===== src/rtl/irq_controller.sv =====
// Interrupt controller: latches device requests, applies mask and edge/level mode,
// picks one source by fixed priority and runs a request/ack/EOI handshake with the CPU.
module irq_controller #(
   parameter int N_SRC = 6,
   parameter int ID_W  = 3
) (
   input  logic             clk,
   input  logic             rst_n,
   input  logic [N_SRC-1:0] irq_src,
   input  logic [1:0]       dev_addr,
   input  logic [31:0]      dev_write_data,
   input  logic             dev_write_en,
   output logic [31:0]      dev_read_data,
   output logic             int_out,
   output logic [ID_W-1:0]  int_id,
   input  logic             int_ack
);

   typedef enum logic [1:0] {IDLE, REQ, SERVICE} state_t;

   state_t             state_q, state_d;
   logic [N_SRC-1:0]   mode_q, mask_q, edge_q, prev_src_q;
   logic [N_SRC-1:0]   rise, pend, eligible, id_oh, ack_clr, clr, edge_d;
   logic [N_SRC-1:0]   wdata;
   logic [ID_W-1:0]    sel, in_service_id, int_id_d, in_service_id_d;
   logic               in_service_valid, in_service_valid_d, int_out_d;
   logic               wr_mode, wr_mask, wr_pend, wr_stat, eoi, withdrawn;
   logic [2:0]         isid3;
   logic               unused_wdata;

   assign wdata        = dev_write_data[N_SRC-1:0];
   assign unused_wdata = ^dev_write_data;
   assign wr_mode      = dev_write_en && (dev_addr == 2'd0);
   assign wr_mask      = dev_write_en && (dev_addr == 2'd1);
   assign wr_pend      = dev_write_en && (dev_addr == 2'd2);
   assign wr_stat      = dev_write_en && (dev_addr == 2'd3);
   assign eoi          = wr_stat && (state_q == SERVICE);

   assign rise     = irq_src & ~prev_src_q;
   assign pend     = (mode_q & edge_q) | (~mode_q & irq_src);
   assign eligible = pend & mask_q;

   always_comb begin
      sel   = '0;
      id_oh = '0;
      for (int i = N_SRC - 1; i >= 0; i--) begin
         if (eligible[i]) sel = ID_W'(i);
      end
      for (int i = 0; i < N_SRC; i++) begin
         id_oh[i] = (int_id == ID_W'(i));
      end
   end

   assign withdrawn = ~|(eligible & id_oh);

   // A new rising edge always beats any clear in the same cycle.
   assign clr    = (wr_pend ? wdata : '0) | (wr_mode ? (wdata ^ mode_q) : '0) | ack_clr;
   assign edge_d = (edge_q & ~clr) | (rise & mode_q);

   always_ff @(posedge clk or negedge rst_n) begin
      if (!rst_n) begin
         state_q          <= IDLE;
         int_out          <= 1'b0;
         int_id           <= '0;
         in_service_valid <= 1'b0;
         in_service_id    <= '0;
         mode_q           <= '0;
         mask_q           <= '0;
         edge_q           <= '0;
         prev_src_q       <= '0;
      end else begin
         state_q          <= state_d;
         int_out          <= int_out_d;
         int_id           <= int_id_d;
         in_service_valid <= in_service_valid_d;
         in_service_id    <= in_service_id_d;
         edge_q           <= edge_d;
         prev_src_q       <= irq_src;
         if (wr_mode) mode_q <= wdata;
         if (wr_mask) mask_q <= wdata;
      end
   end

   always_comb begin
      state_d = state_q;
      case (state_q)
         IDLE:    if (|eligible) state_d = REQ;
         REQ: begin
            if (int_ack)        state_d = SERVICE;
            else if (withdrawn) state_d = IDLE;
         end
         SERVICE: if (eoi) state_d = IDLE;
         default: state_d = IDLE;
      endcase
   end

   // int_id stays frozen while in REQ; only IDLE re-arbitrates.
   always_comb begin
      int_out_d          = int_out;
      int_id_d           = int_id;
      in_service_valid_d = in_service_valid;
      in_service_id_d    = in_service_id;
      ack_clr            = '0;
      case (state_q)
         IDLE: begin
            int_out_d = 1'b0;
            if (|eligible) begin
               int_out_d = 1'b1;
               int_id_d  = sel;
            end
         end
         REQ: begin
            if (int_ack) begin
               int_out_d          = 1'b0;
               in_service_valid_d = 1'b1;
               in_service_id_d    = int_id;
               ack_clr            = id_oh;
            end else if (withdrawn) begin
               int_out_d = 1'b0;
            end
         end
         SERVICE: begin
            int_out_d = 1'b0;
            if (eoi) in_service_valid_d = 1'b0;
         end
         default: int_out_d = 1'b0;
      endcase
   end

   assign isid3 = 3'(in_service_id);

   always_comb begin
      dev_read_data = '0;
      case (dev_addr)
         2'd0: dev_read_data = 32'(mode_q);
         2'd1: dev_read_data = 32'(mask_q);
         2'd2: dev_read_data = 32'(pend);
         2'd3: dev_read_data = {28'b0, in_service_valid, isid3};
         default: dev_read_data = '0;
      endcase
   end

endmodule


===== config.mk =====
export PLATFORM = sky130hd
export DESIGN_NAME = irq_controller
export DESIGN_NICKNAME = d
export VERILOG_FILES = /design/src/rtl/irq_controller.sv
export SDC_FILE = /design/constraint.sdc
export NUM_CORES = 1
export LEC_CHECK = 0
export BUFFER_PORTS_ARGS = -buffer_cell sky130_fd_sc_hd__buf_4
export CORE_ASPECT_RATIO = 2
export CORE_MARGIN = 2
export CORE_UTILIZATION = 45
export CTS_CLUSTER_DIAMETER = 120
export DETAILED_ROUTE_END_ITERATION = 16
export MAX_ROUTING_LAYER = met4
export PLACE_DENSITY_LB_ADDON = 0.15
export SETUP_SLACK_MARGIN = 0.05
export SLEW_MARGIN = 10
export SYNTH_ARGS = -nofsm -noshare
export SYNTH_HDL_FRONTEND = slang
export SYNTH_SLANG_ARGS = --single-unit

===== constraint.sdc =====
create_clock -name clk -period 2.4 [get_ports clk]
set_input_delay 0.6 -clock clk [delete_from_list [all_inputs] [get_ports clk]]
set_output_delay 0.6 -clock clk [all_outputs]
set_load 0.05 [all_outputs]

# == Word-level counts from Yosys, hierarchy flattened ==
# Index checks and enable logic that the tools add are counted.
# op_classes
bitwise,15
n_mux,23
reduce_logical,15
eq_ne,14
# ops
cell,n
$pmux W32 S4,1
$and A6 B6 Y6,7
$mux W6,4
$or A6 B6 Y6,4
$mux W3,6
$not A6 Y6,3
$reduce_or A6 Y1,2
$mux W2,4
$eq A2 B2 Y1 const B,3
$eq A3 B2 Y1 const B,2
$eq A3 B3 Y1 const B,2
$ne A2 B2 Y1 const B,3
$pmux W2 S3,1
$reduce_and A3 Y1,2
$xor A6 B6 Y6,1
$logic_and A1 B1 Y1,5
$mux W1,5
$eq A2 B1 Y1 const B,2
$logic_not A2 Y1,2
$pmux W1 S2,2
$reduce_and A2 Y1,2
$eq A3 B1 Y1 const B,1
$logic_not A3 Y1,1
$ne A3 B3 Y1 const B,1
$reduce_bool A2 Y1,1
# totals
input_bits,44
wordCells,76
register_bits,34

# == Longest topological paths before layout ==
# Gate-level depths: netlist of run 1.
# logic_depth
depth_word,10
depth_mapped,6

# == Worst setup path before layout of run 1 ==
# Ideal clock, no wire load.
# synth_timing
kind,input-to-output
from,in dev_addr[1]
to,out dev_read_data[4]
arrival_time_ns,2.410
path_slack_ns,-0.610
path_stages,4
cell_sequence,clkbuf_1 -> clkbuf_1 -> a21oi_1 -> o31ai_1
# synth_via
elab_chain_len,2
word_cells_on_any_way,5
classes_between,eq/ne (3); mux (1); reduce/logical (1)
# synth_rtl
element,line,source
start: declaration,10,"input logic [1:0] dev_addr,"
"$eq A2 B2 Y1, or another cell as far along",134,case (dev_addr)
$pmux W32 S4 (*),134,
end: declaration,13,"output logic [31:0] dev_read_data,"
# Mark *: on every way between the ends. The rest lies on a longest branch, timed or not. The select of a mux whose other input is x is not followed.

# == Final worst setup path of run 1 ==
# layout_timing
from,in irq_src[2]
to,out dev_read_data[2]
# layout_via
elab_chain_len,3
# layout_rtl
element,line,source
start: declaration,9,"input logic [N_SRC-1:0] irq_src,"
$and A6 B6 Y6,40,assign pend = (mode_q & edge_q) | (~mode_q & irq_src);
$or A6 B6 Y6,40,
$pmux W32 S4,134,
# Every way passes these cells. The select of a mux whose other input is x is not followed.

==> impl_metrics.toml, run 1 <==
[floorplan]
ios = 80
die_area_sq_um = 5040
coreArea_sq_um = 4340
die_w_microns = 51.2
fp.dieH_microns = 98.4
num_rows = 34
start_util_pct = 46.3

[global_routing]
antenna_found_initial = 0
grt-ovfl-total = 0
grt_pass1_wl_mm = 6.87
first_global_vias = 1449
track_usage_pct = 18.9
grt_max_degree = 35

[worst_setup_path]
r2r-end = "int_id[0]$_DFFE_PN0P_"
crit_buf_inv = 2
cp-startpoint = "irq_src[2]"
crit_end = "dev_read_data[2]"
critical_path_depth = 4
endpoint_kind = "output port"
rr_worst_depth = 5
cp_slowest_cell = "mux4_2"
reg2reg_slack_ns = 0.66
worstPathCellList = "buf_4 > mux2_1 > mux4_2 > buf_4"
reg2reg_from = "mode_q[1]$_DFFE_PN0P_"
path_delay_family = "multiplexers"
cp.required_ns = 1.80
cpPeakStageDelay_ns = 0.49
crit_type = "input port to output port"
crit_top_cell = "buf_4"
cp-start-kind = "input port"
worstPathArrival_ns = 1.73
path_max_fanout = 3

[final_layout]
final_layout_size_suffix_gt1_share_pct = 32.5
final_cells = 266
fillCellCount = 403
fin_area_sq_um = 2280
nNetsFinal = 256
final_cell_mix = "dfrtp_1 (33), buf_4 (28), conb_1 (26)"
syn2layout_area_growth_pct = 13.6
n_antenna_cell = 0
layout_commonest_cell = "dfrtp_1"

[synth]
synthesis.area_sq_um = 2010
synthArstFlopShare_pct = 100
synth_top_area_cell = "dfrtp_1"
synth_top_area_share_pct = 42.4
synth_warnings = 0
synth_edf_count = 0
yosys_register_bits = 34
ys_seq_area_share_pct = 42.4
netlist_instances = 182
yosys-top-cells-area = "dfrtp_1 (42%), buf_4 (9.7%), mux2_2 (9.5%)"
yosys.cell_types.count = 44
synth-main-ff-cell = "dfrtp_1"
syn_avg_cell_area_sq_um = 11.0

[place]
gp_congestion = 0.843
postPlaceCellArea_sq_um = 2170
place_inst = 256
dp_hpwl_mm = 3.01
io_buffers = 27

[routing]
routed-via-count = 1396
drtIter0Drc = 31
drt-total-wl_mm = 4.17
antenna_left = 0
wl_per_cell_microns = 15.7
drcViolationCount = 0
vias_per_cell = 5.25
first_pass_iters = 4

[clocking]
clock_sinks = 34
cts_tree = "yes"
insertion_delay_ns = 0.29
cts-buffers-inserted = 5
h-tree-depth = 2
cts_buffer_depth = 2
clockRootBuffer = "clkbuf_8"
clk_pin_slew_ns = 0.06

[sta]
skew_ns = 0.00682
finalHoldViolations = 0
whs_ns = 0.252
finalCriticalPeriod_ns = 2.33
slew_headroom_pct = 57.2
period_share_pct = 97.1
final_max_slew_viol_count = 0
rsz0062_at_grt = "yes"
setup_viol = 0
max_freq_mhz = 429
worst-slew-pin-transition_ns = 0.639

[pwr]
power.share.clock_pct = 16.7
swShare_pct = 41.8
power.total_mw = 2.36
ir_worst_vdd_uv = 532
p_leak_nw = 1.04
power.density_nw_per_um2 = 1040
switching_power_uw = 987
combPwrFrac_pct = 44.2
p_seq_share_pct = 39.1
p_int_mw = 1.37

[status]
status = "finished clean"

[worst_hold_path]
hp-class = "input port to async pin"

[job]
timing.max_cap.violations = 0
-- metrics by stage --
step                setup slack, ns  util (%)  setup TNS, ns
finish                       0.0692      52.5              0
global route                 0.0408      52.5              0
CTS                          0.0632      52.2              0
detailed placement           0.0826      50.1              0
global placement             0.0993      50.1              0
floorplan                   -0.0182         -        -0.0187
-- power groups by stage --
stage | logic, mW | clock network (mW) | registers (mW)
3_3_place_gp | 0.998 | 0 | 0.933
3_5_place_dp | 1.02 | 0 | 0.941
6_report | 1.04 | 0.394 | 0.923
4_1_cts | 1.04 | 0.407 | 0.926
2_1_floorplan | 0.782 | 0 | 0.948
5_1_grt | 1.12 | 0.435 | 0.962
-- sequential cells by signal (all words and copies together) (netlist names) --
| register | cells |
|---|---|
| in_service_id | 3 |
| mode_q | 6 |
| mask_q | 6 |
| int_id | 3 |
| int_out | 1 |
| in_service_valid | 1 |
| state_q | 2 |
| edge_q | 6 |
| prev_src_q | 6 |
-- repair_timing --
item / 4_1_cts / 5_1_grt
setup buffers: 2 / 1
resized for setup: 0 / 3
pin swaps: 0 / 0
hold buffers: 0 / 0
endpoints found under the setup margin: 2 / 2
-- Yosys cell counts, types with 2 or more instances --
cell,count
dfrtp_1,34
buf_4,26
nand2_1,20
mux2_2,17
a21oi_1,9
xnor2_1,6
mux4_2,5
nand2b_1,5
o21ai_0,5
clkbuf_1,4
mux2_4,4
nand3b_1,4
nor2_1,4
a22oi_1,2
a32o_1,2
a32oi_1,2
inv_1,2
mux2_1,2
nor3_1,2
o31ai_1,2
or2b_1,2
-- logic make-up (layout without fill, tap and decap cells) --
| family | Yosys count | count (layout) | share of synthesized area [%] |
|---|---|---|---|
| xor+xnor | 6 | 6 | 2.62 |
| other cells | 1 | 26 | 0.187 |
| mux | 29 | 29 | 19.8 |
| buf+inv | 34 | 39 | 11.3 |
| simple gates | 50 | 50 | 13.8 |
| compound gates | 28 | 28 | 9.97 |
| flops | 34 | 34 | 42.4 |
-- worst min path at each step --
| stage | startpoint | end | slack (ns) |
|---|---|---|---|
| finish | rst_n | mode_q[0]$_DFFE_PN0P_ | 0.25 |
| global route | rst_n | edge_q[1]$_DFF_PN0_ | 0.28 |
| CTS | rst_n | prev_src_q[1]$_DFF_PN0_ | 0.27 |
| detailed placement | prev_src_q[5]$_DFF_PN0_ | edge_q[5]$_DFF_PN0_ | 0.43 |
| global placement | prev_src_q[1]$_DFF_PN0_ | edge_q[1]$_DFF_PN0_ | 0.42 |
| floorplan | rst_n | edge_q[0]$_DFF_PN0_ | 0.30 |
-- metal layers --
metal	GRT usage, %	routed length [microns]
met4	9.92	140
met5	-	0
met2	32.6	2330
met3	3.18	183
met1	19.9	1510
-- final cells by class --
cell class                 count  area [sq um]  area share, %
inverter                       2          7.51          0.329
sequential                    34           852           37.4
multi-input combinational    139          1040           45.8
clock buffer                   7          76.3           3.35
tap                           54          67.6           2.96
timing repair buffer          30           233           10.2
Power figures use the tool's default switching activity.
==> inputs of run 2 (changes only) <==
--- a/config.mk
+++ b/config.mk
@@ -5,7 +5,9 @@
 export SDC_FILE = /design/constraint.sdc
 export NUM_CORES = 1
 export LEC_CHECK = 0
+export ABC_AREA = 1
 export BUFFER_PORTS_ARGS = -buffer_cell sky130_fd_sc_hd__buf_4
+export CAP_MARGIN = 10
 export CORE_ASPECT_RATIO = 2
 export CORE_MARGIN = 2
 export CORE_UTILIZATION = 45
==> run 2 against run 1 <==
Effect of this change: synthesized cell count grew 48%; sequential share of layout area is 0.76 points lower; setup slack improved by 0.18 ns; cell count is 33% higher; worst hold slack hardly changed; clock-buffer cell count stayed put; critical path type unchanged; critical endpoint is now dev_read_data[0].
==> impl_metrics.toml, run 2 <==
[worst_setup_path]
rr_worst_depth = 6
r2r-end = "edge_q[2]$_DFF_PN0_"
worstPathArrival_ns = 1.55
path_max_fanout = 7
reg2reg_slack_ns = 0.96
cp-start-kind = "input port"
crit_type = "input port to output port"
cp.required_ns = 1.80
reg2reg_from = "state_q[1]$_DFFE_PN0P_"
endpoint_kind = "output port"

[synth]
yosysMostFrequentCell = "nand2_1"
yosys-top-cells-area = "dfrtp_1 (41%), nand2_1 (14%), buf_4 (9.8%)"
syn_avg_cell_area_sq_um = 7.73
synthArstFlopShare_pct = 100
ys_seq_area_share_pct = 40.9
synthesis.area_sq_um = 2080
netlist_instances = 269
synth_top_area_cell = "dfrtp_1"
ys_top_cells_by_count = "nand2_1 (76), dfrtp_1 (34), buf_4 (27), inv_1 (24), nand3_1 (15)"
synth-main-ff-cell = "dfrtp_1"
synth_top_area_share_pct = 40.9
yosys_register_bits = 34
yosys.cell_types.count = 30
synth_edf_count = 0
synth_warnings = 0

[pwr]
ir_worst_vdd_uv = 587
power.density_nw_per_um2 = 955
p_leak_nw = 1.19

[sta]
setup_viol = 0
final_max_slew_viol_count = 0
skew_ns = 0.00467
whs_ns = 0.251
max_freq_mhz = 465
period_share_pct = 89.6
rsz0062_at_grt = "no"
slew_headroom_pct = 63.3
finalCriticalPeriod_ns = 2.15
finalHoldViolations = 0
worst-slew-pin-transition_ns = 0.549
timing.setup.tns_ns = 0

[routing]
first_pass_iters = 4
drtIter0Drc = 46
vias_per_cell = 4.98
drt-total-wl_mm = 4.64
drcViolationCount = 0
wl_per_cell_microns = 13.1
antenna_left = 0
routed-via-count = 1769

[floorplan]
die_area_sq_um = 5210
coreArea_sq_um = 4510
die_w_microns = 52.1
fp.dieH_microns = 100
ios = 80
num_rows = 35
start_util_pct = 46.1

[final_layout]
final_layout_size_suffix_gt1_share_pct = 22.7
fillCellCount = 471
multi_input_area_sq_um = 967
layout_commonest_cell = "nand2_1"
nNetsFinal = 343
syn2layout_area_growth_pct = 11.8
final_cell_mix = "nand2_1 (76), dfrtp_1 (34), buf_4 (27)"
final-seq-area_sq_um = 851
n_antenna_cell = 0

[clocking]
clockRootBuffer = "clkbuf_8"
h-tree-depth = 2
cts_tree = "yes"
cts_resized = 0
cts_hold_buf = 0
cts_setup_buffers = 0
clk_pin_slew_ns = 0.07
cts_buffer_depth = 2
cts-buffers-inserted = 5
clock_sinks = 34
insertion_delay_ns = 0.28

[global_routing]
busiest_layer = "met2"
use_met2_pct = 33.8
grt_use_met1_pct = 24.6
grt_max_degree = 35
antenna_found_initial = 0
grt-ovfl-total = 0
first_global_vias = 1676
grt_pass1_wl_mm = 7.78
met3_usage_pct = 3.57
track_usage_pct = 20.8

[job]
timing.max_cap.violations = 0

[status]
status = "finished clean"

[worst_hold_path]
hp-class = "input port to async pin"

[place]
gp_congestion = 0.914
io_buffers = 27
dp_hpwl_mm = 3.49
[run 2: per-stage QoR]
step	utilization, %	instances	setup slack, ns	power, mW	instance area (sq um)
floorplan	-	294	0.108	1.58	2170
global placement	49.5	347	0.265	1.78	2230
detailed placement	49.5	347	0.260	1.80	2230
CTS	51.5	355	0.259	2.23	2320
global route	51.5	355	0.170	2.38	2320
finish	51.5	355	0.248	2.22	2320
[run 2: layout make-up]
cell class              count  share of cell area [%]
clock buffers               7                    3.72
multi-input cells         193                    41.6
flip-flops and latches     34                    36.6
well taps                  55                    2.96
inverters                  38                    6.14
repair buffers             27                    8.72
clock inverters             1                   0.215
[run 2: how the worst max path moves through the flow]
stage                          start          endpoint  slack (ns)  cells after the start
2_1_floorplan             irq_src[0]  dev_read_data[0]        0.11                      4
3_3_place_gp             dev_addr[1]  dev_read_data[2]        0.26                      6
3_5_place_dp             dev_addr[1]  dev_read_data[2]        0.26                      6
4_1_cts                  dev_addr[1]  dev_read_data[2]        0.26                      6
5_1_grt        mode_q[3]$_DFFE_PN0P_  dev_read_data[3]        0.17                      4
6_report                 dev_addr[1]  dev_read_data[0]        0.25                      6
[run 2: logic make-up after synthesis]
kind of cell / count (synthesis) / share of synthesized area (%)
AOI/OAI and AO/OA: 45 / 14.9
xor gates and xnor gates: 3 / 1.26
buffers and inverters: 67 / 17.0
DFF: 34 / 40.9
other: 1 / 0.180
and+or+nand+nor: 119 / 25.7
[run 2: layer usage]
layer / wire length, microns / share of wire (%)
met5: 0 / 0
met4: 110 / 2.4
met3: 200 / 4.3
met2: 2420 / 52
met1: 1910 / 41
[run 2: where the power goes]
part	switching, mW	internal, mW
Sequential	0.155	0.721
Combinational	0.631	0.279
Clock	0.201	0.231
Total	0.987	1.23
[run 2: worst max-delay path: stages]
cell	delay (ns)
buf_4	0.12
inv_2	0.07
nor2_4	0.23
nand2_1	0.09
a22oi_1	0.20
buf_4	0.24
